===== config.mk =====
export PLATFORM = sky130hd
export DESIGN_NAME = instr_fetch
export DESIGN_NICKNAME = d
export VERILOG_FILES = /design/src/rtl/project_pkg.sv /design/src/rtl/instr_fetch.sv
export SDC_FILE = /design/constraint.sdc
export NUM_CORES = 1
export LEC_CHECK = 0
export CAP_MARGIN = 30
export CORE_MARGIN = 2
export CORE_UTILIZATION = 43
export CTS_CLUSTER_DIAMETER = 120
export DETAILED_ROUTE_END_ITERATION = 16
export PLACE_DENSITY = 0.79
export REMOVE_ABC_BUFFERS = 1
export SLEW_MARGIN = 5
export SYNTH_ARGS = -nofsm -noshare
export SYNTH_HDL_FRONTEND = slang
export SYNTH_SLANG_ARGS = --single-unit

===== constraint.sdc =====
create_clock -name clk -period 2.1 [get_ports clk]
set_clock_uncertainty 0.05 [all_clocks]
set_input_delay 0.63 -clock clk [delete_from_list [all_inputs] [get_ports clk]]
set_output_delay 0.63 -clock clk [all_outputs]
set_load 0.02 [all_outputs]

===== src/rtl/project_pkg.sv =====
// Shared CPU types: machine word, ROM size, fetch-stage encodings.
// Word widths here set every datapath width in the fetch stage.
package project_pkg;

    localparam int word_size = 8;
    localparam int rom_size  = 64;

    typedef logic [word_size-1:0] word;

    // Any instruction with all mask bits set carries an immediate in the next word.
    localparam word IMM_MASK   = 8'hC0;
    localparam word HALT_INSTR = 8'h3F;

    typedef enum logic [1:0] {
        BOOT,
        RUN,
        HALT
    } fetch_state_e;

    function automatic logic is_two_word(input word w);
        return (w & IMM_MASK) == IMM_MASK;
    endfunction

endpackage


===== src/rtl/instr_fetch.sv =====
// PC and fetch register ahead of the instruction ROM: addr registered, instruction on f_* one cycle later, f_* held while !f_ready.
// FETCH_BOUNDS_EN: an out-of-ROM fetch halts the stage with a sticky fault instead of loading.
module instr_fetch
    import project_pkg::*;
#(
    parameter word RESET_PC  = '0,
    parameter int  ROM_WORDS = rom_size
) (
    input  logic clk,
    input  logic rst_n,
    output word  addr,
    input  word  instr,
    input  word  imm,
    input  logic br_valid,
    input  word  br_target,
    output logic f_valid,
    input  logic f_ready,
    output word  f_instr,
    output word  f_imm,
    output word  f_pc,
    output logic f_has_imm,
    output logic halted,
    output logic fault
);

`ifdef FETCH_BOUNDS_EN
    localparam bit BOUNDS_EN = 1'b1;
`else
    localparam bit BOUNDS_EN = 1'b0;
`endif

    // One extra bit so pc+1 at the top of the address space cannot wrap past the limit.
    localparam logic [word_size:0] ROM_LIMIT = (word_size+1)'(ROM_WORDS);
    localparam logic [word_size:0] ONE_EXT   = (word_size+1)'(1);

    fetch_state_e state_q, state_d;
    word          pc_q, pc_d;
    logic         f_valid_q, f_valid_d;
    word          f_instr_q, f_instr_d;
    word          f_imm_q, f_imm_d;
    word          f_pc_q, f_pc_d;
    logic         f_has_imm_q, f_has_imm_d;
    logic         fault_q, fault_d;

    logic               has_imm;
    logic               advance;
    logic               redirect;
    logic               oob;
    logic [word_size:0] pc_ext;

    assign has_imm  = is_two_word(instr);
    assign redirect = br_valid && (state_q != BOOT);
    assign advance  = (state_q == RUN) && (!f_valid_q || f_ready) && !br_valid;
    assign pc_ext   = {1'b0, pc_q};
    assign oob      = BOUNDS_EN &&
                      ((pc_ext >= ROM_LIMIT) || (has_imm && ((pc_ext + ONE_EXT) >= ROM_LIMIT)));

    always_comb begin
        state_d     = state_q;
        pc_d        = pc_q;
        f_valid_d   = f_valid_q;
        f_instr_d   = f_instr_q;
        f_imm_d     = f_imm_q;
        f_pc_d      = f_pc_q;
        f_has_imm_d = f_has_imm_q;
        fault_d     = fault_q;

        if (redirect) begin
            pc_d      = br_target;
            f_valid_d = 1'b0;
            state_d   = RUN;
            fault_d   = 1'b0;
        end else begin
            case (state_q)
                BOOT: state_d = RUN;
                RUN: begin
                    if (advance) begin
                        if (oob) begin
                            f_valid_d = 1'b0;
                            fault_d   = 1'b1;
                            state_d   = HALT;
                        end else begin
                            f_valid_d   = 1'b1;
                            f_instr_d   = instr;
                            f_imm_d     = has_imm ? imm : '0;
                            f_has_imm_d = has_imm;
                            f_pc_d      = pc_q;
                            // The halt instruction is delivered but the PC parks on it.
                            if (instr == HALT_INSTR) begin
                                state_d = HALT;
                            end else begin
                                pc_d = pc_q + (has_imm ? word'(2) : word'(1));
                            end
                        end
                    end
                end
                HALT: begin
                    if (f_valid_q && f_ready) begin
                        f_valid_d = 1'b0;
                    end
                end
                default: state_d = BOOT;
            endcase
        end
    end

    always_ff @(posedge clk or negedge rst_n) begin
        if (!rst_n) begin
            state_q     <= BOOT;
            pc_q        <= RESET_PC;
            f_valid_q   <= 1'b0;
            f_instr_q   <= '0;
            f_imm_q     <= '0;
            f_pc_q      <= '0;
            f_has_imm_q <= 1'b0;
            fault_q     <= 1'b0;
        end else begin
            state_q     <= state_d;
            pc_q        <= pc_d;
            f_valid_q   <= f_valid_d;
            f_instr_q   <= f_instr_d;
            f_imm_q     <= f_imm_d;
            f_pc_q      <= f_pc_d;
            f_has_imm_q <= f_has_imm_d;
            fault_q     <= fault_d;
        end
    end

    assign addr      = pc_q;
    assign f_valid   = f_valid_q;
    assign f_instr   = f_instr_q;
    assign f_imm     = f_imm_q;
    assign f_pc      = f_pc_q;
    assign f_has_imm = f_has_imm_q;
    assign halted    = (state_q == HALT);
    assign fault     = BOUNDS_EN ? fault_q : 1'b0;

endmodule

==> results of run 1 <==
==> critical path: cells and delay by family <==
| kind | cells | cell delay, ns |
|---|---|---|
| compound gates | 1 | 0.30 |
| mux | 1 | 0.30 |
| buf+inv | 1 | 0.26 |
| simple gates | 2 | 0.68 |
==> per-layer routing <==
metal / up-vias / wire, um / track usage, %
met5: - / 0 / 0
met4: 0 / 92 / 8.42
met3: 10 / 215 / 5.62
met2: 49 / 1940 / 36.4
met1: 745 / 1800 / 24.9
li1: 779 / - / -
==> synth_stat cells <==
cell type	n	area share [%]
sky130_fd_sc_hd__and2_4	1	0.53
sky130_fd_sc_hd__a221o_1	4	2.4
sky130_fd_sc_hd__nor2_1	5	1.1
sky130_fd_sc_hd__nand2_1	71	16
sky130_fd_sc_hd__inv_1	3	0.68
sky130_fd_sc_hd__nand2_8	1	1.2
sky130_fd_sc_hd__nor2b_1	2	0.76
sky130_fd_sc_hd__and3_4	1	0.68
sky130_fd_sc_hd__ha_1	1	0.76
sky130_fd_sc_hd__clkbuf_1	3	0.68
sky130_fd_sc_hd__or4_4	1	0.68
sky130_fd_sc_hd__a21oi_1	2	0.60
sky130_fd_sc_hd__dfrtp_1	36	54
sky130_fd_sc_hd__conb_1	1	0.23
sky130_fd_sc_hd__and3_1	1	0.38
sky130_fd_sc_hd__o21a_1	1	0.45
sky130_fd_sc_hd__nand4_1	3	1.1
sky130_fd_sc_hd__buf_2	2	0.60
sky130_fd_sc_hd__buf_4	2	0.91
sky130_fd_sc_hd__o311ai_1	1	0.53
sky130_fd_sc_hd__mux2_1	3	2.0
sky130_fd_sc_hd__a311oi_1	1	0.53
sky130_fd_sc_hd__nand3_1	12	3.6
sky130_fd_sc_hd__nor3_1	3	0.91
sky130_fd_sc_hd__and2_1	1	0.38
sky130_fd_sc_hd__nor4_1	1	0.38
sky130_fd_sc_hd__o211ai_1	2	0.91
sky130_fd_sc_hd__o21ai_1	3	0.91
sky130_fd_sc_hd__a21o_1	1	0.45
sky130_fd_sc_hd__o21ai_2	1	0.53
sky130_fd_sc_hd__nor2_2	1	0.38
sky130_fd_sc_hd__xor2_1	2	1.1
sky130_fd_sc_hd__nand2b_2	1	0.53
sky130_fd_sc_hd__mux2i_1	2	1.2
sky130_fd_sc_hd__o21ai_0	2	0.60
sky130_fd_sc_hd__buf_1	1	0.23
sky130_fd_sc_hd__a22o_1	1	0.53
==> worst max-delay path by stage <==
stage	startpoint	endpoint	slack (ns)	cells after the start
after global routing	addr[1]	addr[1]	0.01	1
after floorplan	instr[5]	addr[3]	-0.05	5
after global placement	instr[5]	addr[5]	-0.58	6
after CTS	instr[5]	addr[5]	0.01	6
final	instr[6]	addr[5]	0.04	5
after detailed placement	instr[5]	addr[3]	-0.62	6
==> metrics by stage <==
| step | cell area, sq um | power, W | worst slack, ns | std cells |
|---|---|---|---|---|
| after floorplan | 1620 | 0.00110 | -0.0542 | 172 |
| after global placement | 2490 | 0.00141 | -0.576 | 309 |
| after detailed placement | 2490 | 0.00142 | -0.622 | 309 |
| after CTS | 2590 | 0.00194 | 0.0142 | 317 |
| after global routing | 2580 | 0.00203 | 0.0135 | 317 |
| final | 2580 | 0.00192 | 0.0355 | 317 |
==> power breakdown <==
part | switching (W) | leakage [nW] | internal (W)
sequential | 0.0000606 | 0.445 | 0.000778
combinational | 0.000282 | 0.784 | 0.000284
clock | 0.000226 | 0.0503 | 0.000292
total | 0.000568 | 1.28 | 0.00135
==> cell families (layout without fill, tap and decap cells) <==
logic type | count (synthesis) | after routing | synth area share [%]
adder cells (fa/ha/maj) | 1 | 1 | 0.755
XOR/XNOR | 2 | 2 | 1.06
AND/OR/NAND/NOR | 105 | 105 | 28.8
buffers and inverters | 11 | 100 | 3.10
AO/OA/AOI/OAI | 19 | 19 | 8.46
other | 1 | 1 | 0.226
flip-flops | 36 | 36 | 54.4
multiplexers | 5 | 5 | 3.25
==> area by class of cell <==
| cell class | count | area, sq um |
|---|---|---|
| fillers | 321 | 1100 |
| repair buffers | 90 | 803 |
| clock buffers | 7 | 96.3 |
| multi-input cells | 133 | 712 |
| inverters | 3 | 11.3 |
| well taps | 48 | 60.1 |
| flip-flops and latches | 36 | 901 |
==> what timing repair did <==
item	in CTS	in global routing
resized for setup	11	10
setup buffers	1	0
endpoints found under the setup margin	8	4
pin swaps	5	4
hold buffers	0	0
==> registers in the layout (all words and copies together), names as in the netlist <==
signal and count:
addr 8, f_has_imm 1, f_imm 8, f_instr 8
f_pc 8, f_valid 1, state_q 2
==> key figures, run 1 <==
STA
  • Setup TNS: 0 ns
  • Timing-limited maximum frequency: 484 MHz
  • Setup repair after global routing missed its margin: no
  • Remaining max-slew budget at the tightest pin: 62.6%
  • Hold slack: 0.327 ns
  • Endpoints failing setup: 0
  • Worst Tran Pin Value: 0.557 ns
  • Hold violation total from the final report: 0
  • Part of the cycle the worst path needs: 98.3%
  • Final Max Tran Viols: 0
  • Crit path time final: 2.06 ns

Global route
  • GR Util All Layers: 21.1%
  • Global-route wire length before repair: 6930 um
  • Aggregate global routing overflow: 0
  • Pin count of the biggest net entering global routing: 37
  • Number of antenna violations at the first check in global routing: 0
  • Via count of the first global-routing pass: 1586

Routing
  • Number of detailed-routing iterations run before antenna repair: 4
  • Final wirelength: 4050 um
  • Via density per instance: 4.99
  • Count of unresolved DRC violations after routing: 0
  • Antenna-violating nets left: 0
  • Iteration-0 DRC count of the detailed router: 114
  • Routed wirelength normalized by instance count: 12.8 um
  • Via total after detailed routing: 1583

Floorplanning
  • Standard-cell row count: 22
  • Chip Width: 66.1 um
  • Total core area: 0.00369 sq mm
  • Starting density of the core: 44.9%
  • Number of top-level design ports: 64
  • DIE HEIGHT: 66.1 um
  • DIE AREA: 0.00437 sq mm

Worst setup path
  • Path type of the worst setup path: input pin to register
  • Biggest fanout along the worst timing path: 5
  • Sort of element at the end of the critical path: register
  • Slowest stage cell on the critical path: sky130_fd_sc_hd__or4_4
  • CP max stage delay: 0.57 ns
  • Worst reg2reg startpoint: state_q[1]
  • Logic depth of the worst register-to-register path: 6
  • R2r setup slk: 0.37 ns
  • Terminus of the critical flop-to-flop path: addr[5]
  • Cell chain of the critical path: dlygate4sd2_1 > or4_4 > nand2_8 > mux2_4 > a221o_1
  • Startpoint type of the worst setup path: input pin
  • Crit path DAT: 2.18 ns
  • Req. time, crit path: 2.22 ns

CTS
  • Clock slew at the register clock pins of the worst setup and hold paths: 0.07 ns
  • Cts bufs inserted: 5
  • Sinks on the clock net: 36
  • CTS root buffer: sky130_fd_sc_hd__clkbuf_8
  • Clock latency at the later pin of the worst-skew pair: 0.28 ns
  • CTS tree: done
  • Max Root-Sink Buffers: 2
  • Clock H-tree levels: 2

Placed design
  • Gp weighted congestion: 0.819
  • IO buf count: 62
  • DP Wirelength: 2940 um

Run status
  • Status: finished clean

Layout
  • Diode insertion count for antenna repair: 0
  • Most common library cell in the layout ignoring fill and taps: sky130_fd_sc_hd__nand2_1
  • Ratio of cells with drive above 1 in the final layout: 18.2%
  • Area grow syn2layout: 56.0%
  • Total Nets Final: 298
  • Highest-count cells in the layout ignoring fill and taps: sky130_fd_sc_hd__nand2_1 (71), sky130_fd_sc_hd__clkdlybuf4s50_1 (51), sky130_fd_sc_hd__dfrtp_1 (36)
  • Final core utilization: 70.0%

Yosys
  • Netlist area before placement: 0.00166 sq mm
  • Number of synthesized register bits: 36
  • Share of synthesized area occupied by flip-flops and latches: 54.4%
  • Mean cell area of the mapped netlist: 9.20 sq um
  • Number of distinct standard cells referenced by the synthesized netlist: 37
  • Yosys warning count: 0
  • Post-Syn Instances: 180

Power
  • Standby leakage power: 1.28 nW
  • IR drop worst, VDD: 0.000344 V
  • Power density of the placed cells: 744 mW/mm^2

Flow run
  • Number of violations of the max-capacitance limit: 0

Worst hold path
  • Hold WC Path Type: input pin to async pin
No activity file was read; power rests on OpenSTA's default activity.
==> inputs of run 2 (changes only) <==
- CORE_UTILIZATION: 43 -> 31
- CTS_CLUSTER_DIAMETER: 120 -> not set
- PLACE_DENSITY: 0.79 -> not set
- SLEW_MARGIN: 5 -> not set
==> run 2 against run 1 <==
Net effect: register-to-register slack better by 0.03 ns; utilization is 18 points lower; first-iteration DRC count is 55% lower; cell area is 3.0% higher; critical endpoint is now addr[3]; hold slack better by 0.0075 ns; count of clock-buffer cells in the layout stayed put; highest routed layer unchanged; routed wire length is 5.0% higher; combinational power hardly changed.
==> key figures, run 2 (synthesis results as in run 1) <==
Run status
  • Status: finished clean

Routing
  • Count of unresolved DRC violations after routing: 0
  • Iteration-0 DRC count of the detailed router: 51
  • Number of detailed-routing iterations run before antenna repair: 4
  • Routed wirelength normalized by instance count: 12.5 um
  • Antenna-violating nets left: 0
  • Final wirelength: 4250 um
  • Via density per instance: 4.58
  • Via total after detailed routing: 1561

CTS
  • CTS tree: done
  • Clock slew at the register clock pins of the worst setup and hold paths: 0.07 ns
  • Clock latency at the later pin of the worst-skew pair: 0.29 ns
  • Max Root-Sink Buffers: 2
  • Number of hold buffers added after CTS: 0
  • Cts bufs inserted: 5
  • CTS root buffer: sky130_fd_sc_hd__clkbuf_8
  • Sinks on the clock net: 36
  • Clock H-tree levels: 2

Floorplanning
  • Standard-cell row count: 26
  • DIE AREA: 0.00594 sq mm
  • DIE HEIGHT: 77.1 um
  • Chip Width: 77.1 um
  • Total core area: 0.00514 sq mm
  • Starting density of the core: 32.2%
  • Number of top-level design ports: 64

Layout
  • Ratio of cells with drive above 1 in the final layout: 19.6%
  • Final core utilization: 51.8%
  • Area grow syn2layout: 60.6%
  • Final Cell Area: 0.00266 sq mm
  • Most common library cell in the layout ignoring fill and taps: sky130_fd_sc_hd__nand2_1
  • Non-filler instance count after layout: 341
  • Diode insertion count for antenna repair: 0
  • Highest-count cells in the layout ignoring fill and taps: sky130_fd_sc_hd__nand2_1 (71), sky130_fd_sc_hd__clkdlybuf4s50_1 (50), sky130_fd_sc_hd__dfrtp_1 (36)
  • Total Nets Final: 299

Worst hold path
  • Hold WC Path Type: input pin to async pin

STA
  • Crit path time final: 2.06 ns
  • Part of the cycle the worst path needs: 98.1%
  • Endpoints failing setup: 0
  • Hold slack: 0.334 ns
  • Hold violation total from the final report: 0
  • Worst Tran Pin Value: 0.576 ns
  • Final Max Tran Viols: 0
  • Remaining max-slew budget at the tightest pin: 61.4%
  • Timing-limited maximum frequency: 486 MHz
  • Setup repair after global routing missed its margin: no

Global route
  • GR Util All Layers: 15.3%
  • Global-route wire length before repair: 7470 um
  • Pin count of the biggest net entering global routing: 37
  • Number of antenna violations at the first check in global routing: 0
  • Via count of the first global-routing pass: 1590
  • Aggregate global routing overflow: 0

Worst setup path
  • Biggest fanout along the worst timing path: 5
  • Crit path DAT: 2.18 ns
  • Startpoint type of the worst setup path: input pin
  • Sort of element at the end of the critical path: register
  • Path type of the worst setup path: input pin to register
  • Req. time, crit path: 2.22 ns

Placed design
  • IO buf count: 62
  • DP Wirelength: 3010 um
  • Placed Cells incl. Taps: 329
  • Gp weighted congestion: 0.804
  • Instance area after placement: 0.00251 sq mm

Flow run
  • Number of violations of the max-capacitance limit: 0

Power
  • IR drop worst, VDD: 0.000308 V
  • Total design power: 0.00207 W
  • Power density of the placed cells: 777 mW/mm^2
  • Standby leakage power: 1.31 nW
[run 2: cell types whose count changed in the layout (fill, tap and decap cells not counted), sizes merged]
cell / before / now
dlygate4sd2: 4 / 5
bufinv: 0 / 1
clkdlybuf4s50: 51 / 50
dlymetal6s2s: 1 / 2
clkdlybuf4s15: 1 / 0
buf: 29 / 30
[run 2: path summary, 6_finish.rpt]
kind	startpoint	endpoint	slack, ns	depth (start not counted)
max	instr[7]	addr[3]	0.04	5
min	rst_n	f_instr[3]	0.33	2
max reg2reg	state_q[1]	addr[3]	0.40	6
min reg2reg	f_imm[7]	f_imm[7]	0.42	2
max in group asynchronous	rst_n	state_q[0]	1.34	2
min in group clk	f_imm[7]	f_imm[7]	0.42	2
[run 2: worst max-delay path: stages]
cell and delay (ns):
sky130_fd_sc_hd__dlygate4sd2_1 0.26, sky130_fd_sc_hd__or4_4 0.59, sky130_fd_sc_hd__nand2_8 0.12, sky130_fd_sc_hd__mux2_4 0.30, sky130_fd_sc_hd__a221o_1 0.29
[run 2: report_power, final]
group	internal (W)	leakage, nW	switching (W)
registers	0.000777	0.445	0.0000610
clock network	0.000419	0.0645	0.000243
logic	0.000285	0.805	0.000283
[run 2: per-layer routing]
layer | global-route usage (%) | vias to the layer above | share of wire [%]
li1 | - | 779 | -
met1 | 20.2 | 733 | 47
met2 | 24.9 | 44 | 46
met3 | 4.47 | 5 | 6.2
met4 | 3.75 | 0 | 0.87
met5 | 0 | - | 0
[run 2: repair_timing]
item | in CTS | in global routing
setup buffers | 3 | 1
endpoints found under the setup margin | 8 | 6
pin swaps | 4 | 4
resized for setup | 12 | 11
endpoints found under the hold margin | 0 | 0
[run 2: layout make-up]
class                   instances  area [sq um]
multi-input cells             133           722
well taps                      70          87.6
clock buffers                   7          96.3
flip-flops and latches         36           901
clock inverters                 1          30.0
fillers                       549          2480
repair buffers                 91           812
inverters                       3          11.3
[run 2: metrics by stage]
step / setup TNS [ns] / worst slack [ns]
after floorplan: -0.163 / -0.0542
after global placement: -3.89 / -0.596
after detailed placement: -4.06 / -0.631
after CTS: 0 / 0.0119
after global routing: 0 / 0.0173
final: 0 / 0.0405
==> inputs of run 3 (changes only) <==
- CORE_MARGIN: 2 -> not set
- clock period: 2.1 -> 1.84 ns (I/O delays scaled with it)
==> run 3 against run 2 <==
Net effect: the flow now finishes with violations (setup timing); hold slack worse by 0.20 ns; sequential cell count is the same; die area is 5.1% lower; sequential share of layout area up 0.18 points; combinational power rose by 7.6%; cell area fell by 0.52%; clock power decreased by 13%; count of clock-buffer cells in the layout fell by 1; first-iteration DRC count increased by 110%; register-to-register slack worse by 0.28 ns; critical path depth increased by 1; highest routed layer unchanged.
==> key figures, run 3 (synthesis results as in run 1) <==
CTS
  • CTS root buffer: sky130_fd_sc_hd__clkbuf_8
  • Clock slew at the register clock pins of the worst setup and hold paths: 0.07 ns
  • Number of hold buffers added after CTS: 0
  • Clock H-tree levels: 2
  • Sinks on the clock net: 36
  • CTS tree: done
  • Max Root-Sink Buffers: 2
  • Cts bufs inserted: 5
  • Clock latency at the later pin of the worst-skew pair: 0.28 ns

Worst setup path
  • Slowest stage cell on the critical path: sky130_fd_sc_hd__or4_4
  • Startpoint type of the worst setup path: input pin
  • Worst reg2reg startpoint: state_q[1]
  • Path type of the worst setup path: input pin to register
  • CP max stage delay: 0.50 ns
  • Req. time, crit path: 1.96 ns
  • Crit path DAT: 2.00 ns
  • Cell chain of the critical path: buf_6 > nand4_1 > or4_4 > nand2_8 > mux2_4 > a221o_1
  • R2r setup slk: 0.12 ns
  • End point of the critical path: addr[3]
  • Terminus of the critical flop-to-flop path: addr[3]
  • Logic depth of the worst register-to-register path: 6
  • Origin of the worst setup path: instr[5]
  • Sort of element at the end of the critical path: register
  • Biggest fanout along the worst timing path: 5

Layout
  • Total Nets Final: 302
  • Ratio of cells with drive above 1 in the final layout: 22.3%
  • Area taken by flip-flops and latches: 901 sq um
  • Multi-input gate area: 727 sq um
  • Diode insertion count for antenna repair: 0
  • Highest-count cells in the layout ignoring fill and taps: sky130_fd_sc_hd__nand2_1 (70), sky130_fd_sc_hd__dfrtp_1 (36), sky130_fd_sc_hd__dlygate4sd2_1 (31), sky130_fd_sc_hd__buf_4 (31), sky130_fd_sc_hd__clkdlybuf4s50_1 (16)
  • Final Cell Area: 0.00265 sq mm
  • Area grow syn2layout: 59.7%
  • Non-filler instance count after layout: 344
  • Fill cells: 541
  • Most common library cell in the layout ignoring fill and taps: sky130_fd_sc_hd__nand2_1

Global route
  • Via count of the first global-routing pass: 1445
  • Global-route wire length before repair: 6670 um
  • GR Util All Layers: 16.0%
  • Aggregate global routing overflow: 0
  • Pin count of the biggest net entering global routing: 26
  • Number of antenna violations at the first check in global routing: 0

Routing
  • Antenna-violating nets left: 0
  • Number of detailed-routing iterations run before antenna repair: 4
  • Final wirelength: 4150 um
  • Via total after detailed routing: 1558
  • Count of unresolved DRC violations after routing: 0
  • Iteration-0 DRC count of the detailed router: 106
  • Routed wirelength normalized by instance count: 12.1 um
  • Via density per instance: 4.53

Floorplanning
  • Starting density of the core: 32.2%
  • Number of top-level design ports: 64
  • DIE HEIGHT: 75.1 um
  • DIE AREA: 0.00564 sq mm
  • Total core area: 0.00514 sq mm
  • Chip Width: 75.1 um
  • Standard-cell row count: 26

Flow run
  • Number of violations of the max-capacitance limit: 0

STA
  • Worst path setup slack after routing: -0.0392 ns
  • Endpoints failing setup: 2
  • Final Max Tran Viols: 0
  • Setup TNS: -0.0605 ns
  • Setup repair after global routing missed its margin: yes
  • Crit path time final: 1.88 ns
  • Hold violation total from the final report: 0
  • Part of the cycle the worst path needs: 102%
  • Timing-limited maximum frequency: 532 MHz

Power
  • Total design power: 0.00213 W
  • Power density of the placed cells: 806 mW/mm^2
  • IR drop worst, VDD: 0.000367 V
  • Standby leakage power: 1.44 nW

Run status
  • Status: finished with violations
  • Violations in the final reports: setup timing

Placed design
  • Placed Cells incl. Taps: 334
  • Placement Setup Slack: -0.834 ns
  • DP Wirelength: 3070 um
  • IO buf count: 62
  • Instance area after placement: 0.00256 sq mm
  • Gp weighted congestion: 0.816

Worst hold path
  • Hold WC Path Type: input pin to async pin
-- run 3: changes by cell type in the layout (fill, tap and decap cells not counted), sizes merged --
cell,delta
buf,+11
bufinv,-1
clkbuf,-5
clkdlybuf4s15,+1
clkdlybuf4s50,-34
clkinv,+2
dlygate4sd2,+26
dlymetal6s2s,+3
-- run 3: critical path, delay by kind of cell --
kind | cells | cell delay (ns)
muxes | 1 | 0.30
buffers and inverters | 1 | 0.07
AOI/OAI and AO/OA | 1 | 0.33
and+or+nand+nor | 3 | 0.75
-- run 3: how the worst min path moves through the flow --
stage             start  endpoint  slack, ns  depth (start not counted)
6_report          rst_n   f_pc[1]       0.14                          1
5_1_grt           rst_n   f_pc[1]       0.15                          1
4_1_cts           rst_n   f_pc[1]       0.15                          1
3_5_place_dp   f_imm[4]  f_imm[4]       0.41                          2
3_3_place_gp   f_imm[3]  f_imm[3]       0.40                          2
2_1_floorplan     rst_n   addr[0]       0.21                          0
-- run 3: where the power goes --
group / internal, W / total [W] / leakage [nW] / switching (W)
clock: 0.000299 / 0.000573 / 0.0510 / 0.000275
combinational: 0.000283 / 0.000611 / 0.947 / 0.000328
sequential: 0.000887 / 0.000948 / 0.445 / 0.0000606
-- run 3: repair_timing --
action / 4_1_cts / 5_1_grt
hold endpoints to repair: 0 / 0
setup buffers: 1 / 1
gates resized for setup: 73 / 6
endpoints found under the setup margin: 39 / 9
pin swaps: 8 / 0
-- run 3: layout make-up --
cell class | instances | area share, %
sequential | 36 | 34.0
timing repair buffer | 94 | 31.3
multi-input combinational | 133 | 27.5
tap | 70 | 3.31
clock buffer | 6 | 3.12
inverter | 3 | 0.426
clock inverter | 2 | 0.378
-- run 3: stage by stage --
stage / utilization (%) / hold slack (ns)
final: 51.5 / 0.138
after global routing: 51.5 / 0.153
after floorplan: - / 0.206
after detailed placement: 49.8 / 0.406
after CTS: 51.1 / 0.145
after global placement: 49.8 / 0.398
-- run 3: metal layers --
layer | vias up | wire [um] | GRT usage, %
li1 | 786 | - | -
met1 | 724 | 1960 | 20.8
met2 | 40 | 1940 | 26.2
met3 | 8 | 184 | 3.21
met4 | 0 | 70 | 6.29
met5 | - | 0 | 0
==> variant, RTL diff (flow settings as in run 2) <==
Set the package constant `word_size` to 16 (it was 8).
--- a/src/rtl/project_pkg.sv
+++ b/src/rtl/project_pkg.sv
@@ -2,7 +2,7 @@
 // Word widths here set every datapath width in the fetch stage.
 package project_pkg;
 
-    localparam int word_size = 8;
+    localparam int word_size = 16;
     localparam int rom_size  = 64;
 
     typedef logic [word_size-1:0] word;
Interface: changed (7 resized); port bits go from 64 to 120. No check against the original RTL was run, so the function may have changed too.
==> variant against run 2 <==
- total power rose by 74%
- synthesized area rose by 83%
- sequential cell count rose by 32
- clock power rose by 48%
- global-route usage rose by 1.5 points
- worst setup slack improved by 21 ps
- design area rose by 85%
- non-clock buffer count rose by 65
- worst hold slack got worse by 160 ps
- utilization fell by 0.73 points
- register-to-register slack got worse by 150 ps
- routed wire length rose by 100%
- critical endpoint is now addr[7]
==> variant: results <==
[global_route]
grt_max_degree = 36
grt_pass1_vias = 2767
antenna_found_initial = 0
grt_pass1_wl_mm = 13.74
track_usage_pct = 16.81

[place]
place.detailed.hpwl_mm = 6.168
numPortBuffers = 118
gp_congestion = 0.8059
dp_slack_ps = -846.6
place_inst = 550

[pwr]
p_sw_share_pct = 31.25
p_leak_nw = 2.153
irDropWorstVdd_mv = 0.2935

[setup_path]
r2r_end = "addr[14]"
reg2reg_slack_ps = 250
cp.arrival_ps = 2220
r2r_cells = 8
critical_path.max_fanout = 5
worstReg2RegStart = "addr[1]"

[final_layout]
drive_gt1_share_pct = 25.98
fillers = 922
diodes = 0
finalNetCount = 483

[run_status]
outcome = "completed"

[clocking]
cts_made_buffers = 9
insertion_delay_ps = 340
ctsHoldBuffers = 0
clockBufferDepth = 2
cts_root_buf = "clkbuf_8"
clkTransAtPathRegs_ps = 80
htreeDepth = 3

[yosys]
yosysSeqAreaShare_pct = 56.13
synth_adder_area_share_pct = 0.4127
synthMuxAreaShare_pct = 11.47
synth_cell_types = 47
synth-compound-area-share_pct = 7.057
async_reset_ff_share_pct = 100.0
synth-xor-area-share_pct = 3.178
yosys_warnings = 0
syn_inst = 280
yosys-top-cells-area = "dfrtp_1 (56%), mux2_2 (11%), nand2_1 (6.3%)"
synth_common_cells = "dfrtp_1 (68), nand2_1 (51), mux2_2 (30), nand3_1 (21), clkbuf_1 (14)"

[routing]
wirelength_mm = 8.509
viasPerCell = 4.750
vias = 2698
drt_iter0_drc = 78
drt_pass1_iterations = 4

[min_path]
hold_class = "in -> async"

[timing]
fin_ws_ps = 61.18
-- variant: repair_timing --
item	CTS	global route
gates resized for setup	53	27
buffers inserted	1	1
endpoints found under the hold margin	0	0
setup endpoints to repair	25	35
pin swaps	17	14
-- variant: final cells by class --
cell class | count | area (sq um) | area share, %
inverter | 3 | 11.26 | 0.2289
sequential | 68 | 1702 | 34.60
multi-input combinational | 192 | 1379 | 28.03
clock inverter | 5 | 37.54 | 0.7632
timing repair buffer | 156 | 1481 | 30.12
clock buffer | 11 | 141.4 | 2.875
tap | 133 | 166.4 | 3.383
-- variant: stage by stage --
step | util (%) | area (sq um) | power [mW] | setup TNS, ps | hold WS, ps
6_report | 51.03 | 4918 | 3.592 | 0 | 175.5
3_5_place_dp | 47.85 | 4612 | 2.636 | -20790 | 406.5
4_1_cts | 50.71 | 4888 | 3.643 | -12.01 | 172.5
2_1_floorplan | - | 2957 | 2.028 | -37300 | 284.4
5_1_grt | 51.03 | 4918 | 3.792 | 0 | 189.0
3_3_place_gp | 47.85 | 4612 | 2.622 | -19310 | 399.8
-- variant: worst max-delay path by stage --
stage | startpoint | slack (ps) | cells after the start | end
after floorplan | f_ready | -1010 | 5 | addr[7]
final | instr[13] | 60 | 7 | addr[7]
after global routing | addr[15] | 3 | 1 | addr[15]
after detailed placement | instr[7] | -850 | 9 | addr[14]
after CTS | instr[7] | -10 | 10 | addr[10]
after global placement | instr[7] | -730 | 9 | addr[14]
-- variant: critical path, cell delays in order --
cell,delay (ps)
clkbuf_2,90
or4_4,540
nor4_4,320
buf_6,170
nor2_4,60
and3b_1,150
a221o_1,250
-- variant: power groups by stage --
stage	clock network, mW	registers (mW)	logic, mW
after CTS	1.02	1.56	1.06
after global routing	1.08	1.59	1.13
final	0.978	1.56	1.05
after global placement	0	1.58	1.04
after detailed placement	0	1.59	1.05
after floorplan	0	1.79	0.240
-- variant: layer usage --
| metal | global-route usage (%) | wire length, microns | vias to the layer above | share of wire [%] |
|---|---|---|---|---|
| li1 | - | - | 1285 | - |
| met1 | 22.13 | 3722 | 1319 | 44 |
| met2 | 27.77 | 4200 | 81 | 49 |
| met3 | 2.983 | 461 | 13 | 5.4 |
| met4 | 6.275 | 124 | 0 | 1.5 |
| met5 | 0 | 0 | - | 0 |
-- variant: cells by family (layout without fill, tap and decap cells) --
| group | count (synthesis) | in the layout |
|---|---|---|
| fa+ha+maj | 1 | 1 |
| mux | 31 | 31 |
| buf+inv | 20 | 175 |
| compound gates | 34 | 34 |
| simple gates | 114 | 114 |
| other cells | 1 | 1 |
| flops | 68 | 68 |
| xor+xnor | 11 | 11 |
